<file path="src/rtl/spi_slave.sv">
// -----------------------------------------------------------------------------
// spi_slave
//
// Byte-oriented SPI peripheral. SCLK, CS_n and MOSI are oversampled in the
// i_CLK domain through equal-depth synchroniser chains, so MOSI keeps its
// alignment with SCLK. Received bytes are assembled MSB-first. Transmit bytes
// come from a one-byte holding buffer and are shifted out MSB-first on MISO.
// i_CLK must run at least 8x faster than SCLK.
//
// Parameters
//   SPI_MODE     CPOL = SPI_MODE[1], CPHA = SPI_MODE[0]
//   DEFAULT_TX   byte sent when the holding buffer is empty at a byte-load point
//   SYNC_STAGES  synchroniser depth (>= 2)
//
// Ports
//   i_CLK          system clock, rising edge
//   i_RST          asynchronous reset, active high
//   i_SPI_Clk      SCLK from the master (asynchronous)
//   i_SPI_CS_n     chip select, active low (asynchronous)
//   i_SPI_MOSI     serial data in (asynchronous)
//   o_SPI_MISO     serial data out
//   o_SPI_MISO_En  MISO output enable, high while the slave is selected
//   i_TX_Byte      next byte to transmit
//   i_TX_DV        one-cycle strobe, i_TX_Byte valid
//   o_TX_Ready     holding buffer empty, i_TX_DV will be accepted
//   o_TX_Underrun  one-cycle pulse, a byte-load point found the buffer empty
//   o_RX_Byte      last complete received byte
//   o_RX_DV        one-cycle pulse, o_RX_Byte updated
// -----------------------------------------------------------------------------
module spi_slave #(
    parameter int         SPI_MODE    = 0,
    parameter logic [7:0] DEFAULT_TX  = 8'hFF,
    parameter int         SYNC_STAGES = 2
) (
    input  logic       i_CLK,
    input  logic       i_RST,
    input  logic       i_SPI_Clk,
    input  logic       i_SPI_CS_n,
    input  logic       i_SPI_MOSI,
    output logic       o_SPI_MISO,
    output logic       o_SPI_MISO_En,
    input  logic [7:0] i_TX_Byte,
    input  logic       i_TX_DV,
    output logic       o_TX_Ready,
    output logic       o_TX_Underrun,
    output logic [7:0] o_RX_Byte,
    output logic       o_RX_DV
);

    localparam logic CPOL = ((SPI_MODE / 2) % 2) == 1;
    localparam logic CPHA = (SPI_MODE % 2) == 1;

    typedef enum logic {
        ST_IDLE   = 1'b0,
        ST_ACTIVE = 1'b1
    } state_t;

    // ------------------------------------------------------------------
    // Input synchronisers. All three chains have the same depth so a MOSI
    // bit set up against an SCLK edge arrives in the same cycle as the edge.
    // ------------------------------------------------------------------
    logic [SYNC_STAGES-1:0] sclk_pipe_reg;
    logic [SYNC_STAGES-1:0] cs_pipe_reg;
    logic [SYNC_STAGES-1:0] mosi_pipe_reg;
    logic                   sclk_old_reg;
    logic                   cs_old_reg;

    always_ff @(posedge i_CLK or posedge i_RST) begin
        if (i_RST) begin
            sclk_pipe_reg <= {SYNC_STAGES{CPOL}};
            cs_pipe_reg   <= {SYNC_STAGES{1'b1}};
            mosi_pipe_reg <= '0;
            sclk_old_reg  <= CPOL;
            cs_old_reg    <= 1'b1;
        end else begin
            sclk_pipe_reg <= {sclk_pipe_reg[SYNC_STAGES-2:0], i_SPI_Clk};
            cs_pipe_reg   <= {cs_pipe_reg[SYNC_STAGES-2:0], i_SPI_CS_n};
            mosi_pipe_reg <= {mosi_pipe_reg[SYNC_STAGES-2:0], i_SPI_MOSI};
            sclk_old_reg  <= sclk_pipe_reg[SYNC_STAGES-1];
            cs_old_reg    <= cs_pipe_reg[SYNC_STAGES-1];
        end
    end

    logic sclk_sync;
    logic cs_sync;
    logic mosi_sync;
    assign sclk_sync = sclk_pipe_reg[SYNC_STAGES-1];
    assign cs_sync   = cs_pipe_reg[SYNC_STAGES-1];
    assign mosi_sync = mosi_pipe_reg[SYNC_STAGES-1];

    // Edge detection: synchronised level versus the one-cycle-old copy.
    logic leading_edge;
    logic trailing_edge;
    logic sample_edge;
    logic shift_edge;
    logic cs_fall;
    logic cs_rise;

    assign leading_edge  = (sclk_old_reg == CPOL) && (sclk_sync != CPOL);
    assign trailing_edge = (sclk_old_reg != CPOL) && (sclk_sync == CPOL);
    assign sample_edge   = CPHA ? trailing_edge : leading_edge;
    assign shift_edge    = CPHA ? leading_edge  : trailing_edge;
    assign cs_fall       = cs_old_reg && !cs_sync;
    assign cs_rise       = !cs_old_reg && cs_sync;

    // ------------------------------------------------------------------
    // Core state
    // ------------------------------------------------------------------
    state_t      state_reg,        state_next;
    logic [2:0]  bit_cnt_reg,      bit_cnt_next;
    logic [7:0]  rx_shift_reg,     rx_shift_next;
    logic [7:0]  tx_shift_reg,     tx_shift_next;
    logic [7:0]  tx_buf_reg,       tx_buf_next;
    logic        buf_full_reg,     buf_full_next;
    logic        load_pending_reg, load_pending_next;
    logic        miso_reg,         miso_next;
    logic        miso_en_reg,      miso_en_next;
    logic [7:0]  rx_byte_reg,      rx_byte_next;
    logic        rx_dv_reg,        rx_dv_next;
    logic        underrun_reg,     underrun_next;

    // Byte that a load point would move into the shift register this cycle.
    logic [7:0] load_val;
    logic [7:0] rx_completed;
    logic       do_load;

    assign load_val     = buf_full_reg ? tx_buf_reg : DEFAULT_TX;
    assign rx_completed = {rx_shift_reg[6:0], mosi_sync};

    always_ff @(posedge i_CLK or posedge i_RST) begin
        if (i_RST) begin
            state_reg        <= ST_IDLE;
            bit_cnt_reg      <= '0;
            rx_shift_reg     <= '0;
            tx_shift_reg     <= '0;
            tx_buf_reg       <= '0;
            buf_full_reg     <= 1'b0;
            load_pending_reg <= 1'b0;
            miso_reg         <= 1'b0;
            miso_en_reg      <= 1'b0;
            rx_byte_reg      <= '0;
            rx_dv_reg        <= 1'b0;
            underrun_reg     <= 1'b0;
        end else begin
            state_reg        <= state_next;
            bit_cnt_reg      <= bit_cnt_next;
            rx_shift_reg     <= rx_shift_next;
            tx_shift_reg     <= tx_shift_next;
            tx_buf_reg       <= tx_buf_next;
            buf_full_reg     <= buf_full_next;
            load_pending_reg <= load_pending_next;
            miso_reg         <= miso_next;
            miso_en_reg      <= miso_en_next;
            rx_byte_reg      <= rx_byte_next;
            rx_dv_reg        <= rx_dv_next;
            underrun_reg     <= underrun_next;
        end
    end

    always_comb begin
        state_next        = state_reg;
        bit_cnt_next      = bit_cnt_reg;
        rx_shift_next     = rx_shift_reg;
        tx_shift_next     = tx_shift_reg;
        tx_buf_next       = tx_buf_reg;
        buf_full_next     = buf_full_reg;
        load_pending_next = load_pending_reg;
        miso_next         = miso_reg;
        miso_en_next      = miso_en_reg;
        rx_byte_next      = rx_byte_reg;
        rx_dv_next        = 1'b0;
        underrun_next     = 1'b0;
        do_load           = 1'b0;

        case (state_reg)
            ST_IDLE: begin
                // SCLK activity is ignored until the slave is selected.
                if (cs_fall) begin
                    state_next        = ST_ACTIVE;
                    bit_cnt_next      = '0;
                    rx_shift_next     = '0;
                    load_pending_next = 1'b0;
                    miso_en_next      = 1'b1;
                    do_load           = 1'b1;
                    if (!CPHA) begin
                        // MSB must be on the wire before the first leading edge.
                        miso_next     = load_val[7];
                        tx_shift_next = {load_val[6:0], 1'b0};
                    end else begin
                        // MSB goes out on the first leading (shift) edge.
                        tx_shift_next = load_val;
                    end
                end
            end

            ST_ACTIVE: begin
                if (cs_rise) begin
                    // Deselect wins over any coincident edge; partial RX is dropped.
                    state_next        = ST_IDLE;
                    bit_cnt_next      = '0;
                    rx_shift_next     = '0;
                    load_pending_next = 1'b0;
                    miso_en_next      = 1'b0;
                    miso_next         = 1'b0;
                end else begin
                    if (sample_edge) begin
                        rx_shift_next = rx_completed;
                        bit_cnt_next  = bit_cnt_reg + 3'd1;
                        if (bit_cnt_reg == 3'd7) begin
                            rx_byte_next      = rx_completed;
                            rx_dv_next        = 1'b1;
                            load_pending_next = 1'b1;
                        end
                    end
                    if (shift_edge) begin
                        if (load_pending_reg) begin
                            // First shift edge of a new byte: fetch the next TX byte.
                            load_pending_next = 1'b0;
                            do_load           = 1'b1;
                            miso_next         = load_val[7];
                            tx_shift_next     = {load_val[6:0], 1'b0};
                        end else begin
                            miso_next     = tx_shift_reg[7];
                            tx_shift_next = {tx_shift_reg[6:0], 1'b0};
                        end
                    end
                end
            end

            default: begin
                state_next = ST_IDLE;
            end
        endcase

        // Holding buffer. A load always empties it; a strobe is only taken
        // when it was already empty at the start of the cycle, so a strobe
        // coinciding with an underrun load refills it for the next load point.
        if (do_load) begin
            underrun_next = !buf_full_reg;
            buf_full_next = 1'b0;
        end
        if (i_TX_DV && !buf_full_reg) begin
            tx_buf_next   = i_TX_Byte;
            buf_full_next = 1'b1;
        end
    end

    assign o_SPI_MISO    = miso_reg;
    assign o_SPI_MISO_En = miso_en_reg;
    assign o_TX_Ready    = !buf_full_reg;
    assign o_TX_Underrun = underrun_reg;
    assign o_RX_Byte     = rx_byte_reg;
    assign o_RX_DV       = rx_dv_reg;

endmodule
</file>
<file path="config.mk">
export PLATFORM = sky130hd
export DESIGN_NAME = spi_slave
export DESIGN_NICKNAME = d
export VERILOG_FILES = /design/src/rtl/spi_slave.sv
export SDC_FILE = /design/constraint.sdc
export NUM_CORES = 1
export LEC_CHECK = 0
export BUFFER_PORTS_ARGS = -buffer_cell sky130_fd_sc_hd__buf_2
export CORE_MARGIN = 5
export CORE_UTILIZATION = 50
export CTS_BUF_LIST = sky130_fd_sc_hd__clkbuf_8
export CTS_CLUSTER_DIAMETER = 100
export CTS_CLUSTER_SIZE = 25
export DETAILED_ROUTE_END_ITERATION = 7
export GPL_ROUTABILITY_DRIVEN = 0
export PLACE_DENSITY = 0.7
export REMOVE_ABC_BUFFERS = 1
export SLEW_MARGIN = 40
export SYNTH_ARGS = -nofsm -noshare
export SYNTH_HDL_FRONTEND = slang
export SYNTH_SLANG_ARGS = --single-unit
</file>
<file path="constraint.sdc">
create_clock -name i_CLK -period 2.35 [get_ports i_CLK]
set_clock_uncertainty 0.05 [all_clocks]
set_input_delay 0.235 -clock i_CLK [delete_from_list [all_inputs] [get_ports i_CLK]]
set_output_delay 0.235 -clock i_CLK [all_outputs]
set_load 0.01 [all_outputs]
</file>
==> results.py, run 1 <==
metrics = {
    "status": {
        "status": "completed",
    },
    "drt": {
        "drt_pass1_iterations": 4,
        "drc": 0,
        "vias_per_cell": 5.363,
        "routed_wl_um": 3193,
        "avgRoutedWirePerCell_um": 14.13,
        "via_count": 1212,
        "first_iter_violations": 62,
        "drtAntennaViolNets": 0,
    },
    "grt": {
        "grt_pass1_vias": 1243,
        "track_usage": 0.1403,
        "grt_overflow": 0,
        "grt_pass1_wl_um": 5630,
        "grt_max_degree": 49,
        "antenna_found_initial": 0,
    },
    "die": {
        "ioPinCount": 27,
        "die-width_um": 71.25,
        "die_y_um": 71.25,
        "fp-row-count": 22,
        "dieArea_um2": 5076,
        "core_um2": 3661,
        "start_util": 0.5123,
    },
    "finish": {
        "antenna_cells": 0,
        "finalNonFillerCells": 226,
        "fin_nets": 193,
        "stdcell_area_um2": 2180,
        "syn2layout_area_growth_pct": 16.21,
        "drive_gt1_frac": 0.3371,
    },
    "setup_path": {
        "crit_path_end_kind": "flop",
        "cp-start-kind": "flop",
        "cpPeakStageDelay_ns": 0.63,
        "crit_chain": "nor3b_2 -> nand2_2 -> mux2_2",
        "critical_path_arrival_ns": 2.10,
        "rr_worst_depth": 3,
        "cp_max_fo": 12,
        "cp_slowest_cell": "nor3b_2",
        "timing.rr.end": "o_RX_Byte[7]$_DFFE_PP0P_",
        "worstPathRequired_ns": 2.47,
        "worstSetupPathType": "flop to flop",
        "reg2reg_slack_ns": 0.37,
        "reg2reg_from": "state_reg$_DFF_PP0_",
    },
    "clocking": {
        "cts-root-buf": "clkbuf_8",
        "clk_latency_ns": 0.29,
        "cts_buffers": 5,
        "htree_levels": 2,
        "hold_buffers": 3,
        "cts_resized": 0,
        "post_cts_buffers": 0,
        "cts_tree": "yes",
        "cts.sinks": 48,
        "cts.clk_slew.worst_paths_ns": 0.08,
        "clockBufferDepth": 2,
    },
    "timing": {
        "timing.hold.ws_ns": 0.03322,
        "max_slew_margin": 0.5610,
        "rsz0062_at_grt": "false",
        "clock.fmax_ghz": 0.5054,
        "slew_viol_final": 0,
        "tns_ns": 0,
        "tightest_slew_ns": 0.6556,
        "hold_viol": 0,
        "period_needed_ns": 1.979,
        "final.period_utilization": 0.8420,
        "finalSetupViolCount": 0,
    },
    "logic_synthesis": {
        "ys_ff_latch": 48,
        "avgSynthCellArea_um2": 12.93,
        "ys_warn_count": 0,
        "synth.area.top_cells": "dfrtp_1, mux2_2, o21ai_0, dfstp_2, a22o_1",
        "ys_seq_area_frac": 0.6424,
        "synthFlopType": "dfrtp_1",
        "synth_top_cell_by_area": "dfrtp_1",
        "synth_cell_types": 24,
        "synth_edf_count": 0,
        "synth_top_area_frac": 0.6004,
        "syn_inst": 145,
        "ys_async_sr_fraction": 1.000,
        "synth_area_um2": 1876,
    },
    "power_and_ir_drop": {
        "power_density_nw_per_um2": 883.5,
        "irDropWorstVdd_v": 0.0004932,
        "p_leak_nw": 1.075,
    },
    "worst_hold_path": {
        "min_path_type": "input port to asynchronous set/reset pin",
    },
    "placed_design": {
        "dpl_cell_area_um2": 2053,
        "port_buffers": 26,
        "placedCellCount": 215,
    },
    "run": {
        "maxCapViolCount": 0,
    },
}
Yosys cell counts, drive strengths merged, types with 2 or more instances:
| master | instances |
|---|---|
| o21ai | 18 |
| buf | 4 |
| nor3b | 2 |
| nand2b | 4 |
| a22o | 9 |
| mux2 | 18 |
| nand2 | 13 |
| inv | 4 |
| dfstp | 3 |
| ha | 2 |
| clkbuf | 2 |
| a21oi | 2 |
| nand3b | 6 |
| nor2 | 4 |
| nor2b | 4 |
| dfrtp | 45 |
cells by family (layout without fill, tap and decap cells):
kind of cell / Yosys count / after routing / synth area share
AO/OA/AOI/OAI: 34 / 34 / 0.1168
adder cells (fa/ha/maj): 2 / 2 / 0.01334
multiplexers: 18 / 18 / 0.1081
AND/OR/NAND/NOR: 33 / 33 / 0.09672
flip-flops: 48 / 48 / 0.6424
buffers and inverters: 10 / 43 / 0.02268
metrics by stage:
step | power, W | utilization | setup WS, ns
detailed placement | 0.001471 | 0.5608 | 0.3371
floorplan | 0.001342 | - | 0.6349
CTS | 0.001949 | 0.5936 | 0.3244
global placement | 0.001442 | 0.5608 | 0.3643
finish | 0.001926 | 0.5954 | 0.3712
global route | 0.002063 | 0.5954 | 0.09892
area by class of cell:
class / instances / area [um^2]
sequential: 48 / 1205
multi-input combinational: 87 / 634.4
inverter: 4 / 15.01
clock buffer: 6 / 82.58
fill: 305 / 1481
timing repair buffer: 31 / 175.2
clock inverter: 2 / 7.507
tap: 48 / 60.06
cells in the final DEF, fill, tap and decap left out, types with 3 or more instances in the layout:
cell	instances
a22o_1	9
buf_2	26
clkbuf_8	6
dfrtp_1	45
dfstp_2	3
dlygate4sd3_1	3
inv_1	5
mux2_2	18
nand2_1	12
nand2b_1	4
nand3b_1	6
nor2_1	4
nor2b_1	4
o21ai_0	18
report_power, final:
part / leakage, nW / switching, W / internal [W]
Clock: 0.0538 / 0.000241 / 0.000231
Sequential: 0.606 / 0.000103 / 0.000988
Combinational: 0.416 / 0.000171 / 0.000192
critical path, delay by kind of cell (launching register included):
family | cells | cell delay [ns]
simple gates | 2 | 0.93
flops | 1 | 0.55
mux | 1 | 0.34
how the worst max path moves through the flow:
stage | startpoint | end | slack (ns) | cells after the start
floorplan | cs_old_reg$_DFF_PP1_ | o_RX_Byte[0]$_DFFE_PP0P_ | 0.63 | 4
global placement | cs_old_reg$_DFF_PP1_ | o_RX_Byte[5]$_DFFE_PP0P_ | 0.36 | 4
detailed placement | cs_old_reg$_DFF_PP1_ | o_RX_Byte[1]$_DFFE_PP0P_ | 0.34 | 4
CTS | cs_old_reg$_DFF_PP1_ | o_RX_Byte[1]$_DFFE_PP0P_ | 0.32 | 4
global route | state_reg$_DFF_PP0_ | o_RX_Byte[7]$_DFFE_PP0P_ | 0.1 | 3
finish | state_reg$_DFF_PP0_ | o_RX_Byte[7]$_DFFE_PP0P_ | 0.37 | 3
metal layers:
metal  track usage  share of wire  up-vias
met4       0.04384          0.013        0
met2        0.2367           0.50       32
met5             0              0        -
met1        0.1685           0.43      608
met3       0.04909          0.054        5
li1              -              -      567
(Power assumes the default switching activity.)
==> inputs of run 2 (changes only) <==
--- a/config.mk
+++ b/config.mk
@@ -5,6 +5,7 @@
 export SDC_FILE = /design/constraint.sdc
 export NUM_CORES = 1
 export LEC_CHECK = 0
+export ABC_AREA = 1
 export BUFFER_PORTS_ARGS = -buffer_cell sky130_fd_sc_hd__buf_2
 export CORE_MARGIN = 5
 export CORE_UTILIZATION = 50
==> constraint.sdc (replaced) <==
create_clock -name i_CLK -period 1.95 [get_ports i_CLK]
set_clock_uncertainty 0.05 [all_clocks]
set_input_delay 0.195 -clock i_CLK [delete_from_list [all_inputs] [get_ports i_CLK]]
set_output_delay 0.195 -clock i_CLK [all_outputs]
set_load 0.01 [all_outputs]
==> results.py, run 2 <==
metrics = {
    "clocking": {
        "cts_buffers": 5,
        "clk_latency_ns": 0.29,
        "clockBufferDepth": 2,
        "cts.clk_slew.worst_paths_ns": 0.08,
        "cts.sinks": 48,
        "cts-root-buf": "clkbuf_8",
        "htree_levels": 2,
        "cts_resized": 0,
        "cts_tree": "yes",
    },
    "power_and_ir_drop": {
        "p_leak_nw": 1.371,
        "swShare": 0.3052,
        "p_int_w": 0.001648,
        "power_frac_comb": 0.213,
        "power_switching_w": 0.0007238,
        "pwr-share-seq": 0.545,
        "clockPowerShare": 0.241,
        "irDropWorstVdd_v": 0.0004868,
        "power_density_nw_per_um2": 1008,
    },
    "setup_path": {
        "cpPeakStageDelay_ns": 0.40,
        "worstSetupPathType": "flop to flop",
        "reg2reg_from": "bit_cnt_reg[0]$_DFFE_PP0P_",
        "reg2reg_slack_ns": 0.55,
        "cp_slowest_cell": "dfrtp_1",
        "cp_max_fo": 9,
        "timing.rr.end": "o_RX_Byte[7]$_DFFE_PP0P_",
        "cp-start-kind": "flop",
        "critical_path_arrival_ns": 1.53,
        "worstPathRequired_ns": 2.08,
        "crit_chain": "ha_1 -> ha_1 -> inv_1 -> nor2_4 -> nand2_4 -> inv_6 -> nand2_1 -> nand2_1",
        "crit_path_end_kind": "flop",
        "rr_worst_depth": 8,
    },
    "finish": {
        "antenna_cells": 0,
        "layout_common_cells": "nand2_1, dfrtp_1, buf_2, nand3_1, inv_1",
        "drive_gt1_frac": 0.1963,
        "stdcell_area_um2": 2354,
        "syn2layout_area_growth_pct": 15.75,
        "final_common_cell": "nand2_1",
        "fin_nets": 285,
    },
    "status": {
        "status": "completed",
    },
    "logic_synthesis": {
        "syn_inst": 234,
        "synthFlopType": "dfrtp_1",
        "ys_warn_count": 0,
        "synth_area_um2": 2033,
        "synth_cell_types": 16,
        "avgSynthCellArea_um2": 8.689,
        "synth_top_cell_by_area": "dfrtp_1",
        "synth_commonest_cells": "nand2_1, dfrtp_1, nand3_1, inv_1, nor2_1",
        "ys_ff_latch": 48,
        "ys_seq_area_frac": 0.5926,
        "ys_async_sr_fraction": 1.000,
        "synth_top_area_frac": 0.5538,
        "synth_edf_count": 0,
        "synth.most_common_cell": "nand2_1",
        "synth.area.top_cells": "dfrtp_1, nand2_1, nand3_1, dfstp_2, inv_1",
    },
    "timing": {
        "tightest_slew_ns": 0.5043,
        "clock.fmax_ghz": 0.7150,
        "rsz0062_at_grt": "false",
        "tns_ns": 0,
        "max_slew_margin": 0.6633,
        "slew_viol_final": 0,
        "finalSetupViolCount": 0,
        "final.period_utilization": 0.7172,
        "period_needed_ns": 1.399,
        "hold_viol": 0,
    },
    "drt": {
        "vias_per_cell": 4.678,
        "via_count": 1497,
        "routed_wl_um": 3608,
        "drc": 0,
        "first_iter_violations": 117,
        "drtAntennaViolNets": 0,
        "avgRoutedWirePerCell_um": 11.28,
        "drt_pass1_iterations": 4,
    },
    "placed_design": {
        "dp_hpwl_um": 2635,
        "dpl_cell_area_um2": 2223,
        "port_buffers": 26,
    },
    "die": {
        "die-width_um": 73.77,
        "start_util": 0.5120,
        "ioPinCount": 27,
        "dieArea_um2": 5442,
        "fp-row-count": 23,
        "core_um2": 3971,
        "die_y_um": 73.77,
    },
    "grt": {
        "antenna_found_initial": 0,
        "grt_overflow": 0,
        "grt_pass1_wl_um": 6348,
        "grt_pass1_vias": 1412,
        "grt_max_degree": 27,
        "track_usage": 0.1524,
    },
    "worst_hold_path": {
        "worstHoldEndpoint": "tx_buf_reg[0]$_DFFE_PP0P_",
        "min_path_type": "input port to flop",
        "holdPathStages": 3,
        "hold_start": "i_TX_Byte[0]",
    },
    "run": {
        "maxCapViolCount": 0,
    },
}
-- run 2: worst max-delay path, delay by kind of cell, from the launching register on --
family                     cells  cell delay, ns
adders and majority gates      2            0.37
buffers and inverters          2            0.15
DFF                            1            0.40
and+or+nand+nor                4            0.31
-- run 2: how the worst max path moves through the flow --
stage	from	end	slack, ns	cells past startpoint
3_5_place_dp	bit_cnt_reg[0]$_DFFE_PP0P_	o_RX_Byte[7]$_DFFE_PP0P_	0.56	8
6_report	bit_cnt_reg[0]$_DFFE_PP0P_	o_RX_Byte[7]$_DFFE_PP0P_	0.55	8
4_1_cts	bit_cnt_reg[0]$_DFFE_PP0P_	o_RX_Byte[7]$_DFFE_PP0P_	0.53	8
2_1_floorplan	i_RST	bit_cnt_reg[0]$_DFFE_PP0P_	0.57	1
3_3_place_gp	bit_cnt_reg[0]$_DFFE_PP0P_	o_RX_Byte[7]$_DFFE_PP0P_	0.61	8
5_1_grt	bit_cnt_reg[0]$_DFFE_PP0P_	o_RX_Byte[7]$_DFFE_PP0P_	0.45	8
-- run 2: cells by family after synthesis --
| family | share of synthesized area |
|---|---|
| AOI/OAI and AO/OA | 0.02215 |
| buffers and inverters | 0.05231 |
| adders and majority gates | 0.01231 |
| DFF | 0.5926 |
| and+or+nand+nor | 0.3206 |
-- run 2: area by class of cell --
| class | count | area [um^2] |
|---|---|---|
| repair buffers | 31 | 190.2 |
| multi-input cells | 162 | 721.9 |
| fillers | 367 | 1618 |
| inverters | 21 | 83.83 |
| clock inverters | 2 | 7.507 |
| clock buffers | 6 | 82.58 |
| flip-flops and latches | 48 | 1205 |
| well taps | 50 | 62.56 |
-- run 2: through the flow --
stage / total power (W) / hold slack, ns / utilization / cells / setup WS (ns)
floorplan: 0.001664 / 0.1495 / - / 231 / 0.5655
global placement: 0.001808 / 0.1994 / 0.5599 / 308 / 0.6114
detailed placement: 0.001814 / 0.2071 / 0.5599 / 308 / 0.5583
CTS: 0.002400 / 0.08115 / 0.5926 / 320 / 0.5341
global route: 0.002553 / 0.09322 / 0.5926 / 320 / 0.4502
finish: 0.002372 / 0.09260 / 0.5926 / 320 / 0.5515
-- run 2: routing by layer --
metal  track usage  part of all wire  vias to the layer above
li1              -                 -                      788
met3       0.04378             0.049                        6
met1        0.2052              0.49                      677
met2        0.2352              0.44                       26
met4       0.05433             0.016                        0
met5             0                 0                        -
-- run 2: what timing repair did --
item                                   in CTS  in global routing
hold buffers                                4                  0
endpoints found under the hold margin      25                  0
setup endpoints to repair                   0                  0
buffers inserted                            0                  0
-- run 2: power by group through the flow --
| stage | registers, W | clock network, W | logic, W |
|---|---|---|---|
| final | 0.00129 | 0.000572 | 0.000506 |
| after floorplan | 0.00129 | 0 | 0.000375 |
| after detailed placement | 0.00130 | 0 | 0.000511 |
| after global placement | 0.00131 | 0 | 0.000494 |
| after global routing | 0.00132 | 0.000642 | 0.000596 |
| after CTS | 0.00129 | 0.000594 | 0.000513 |
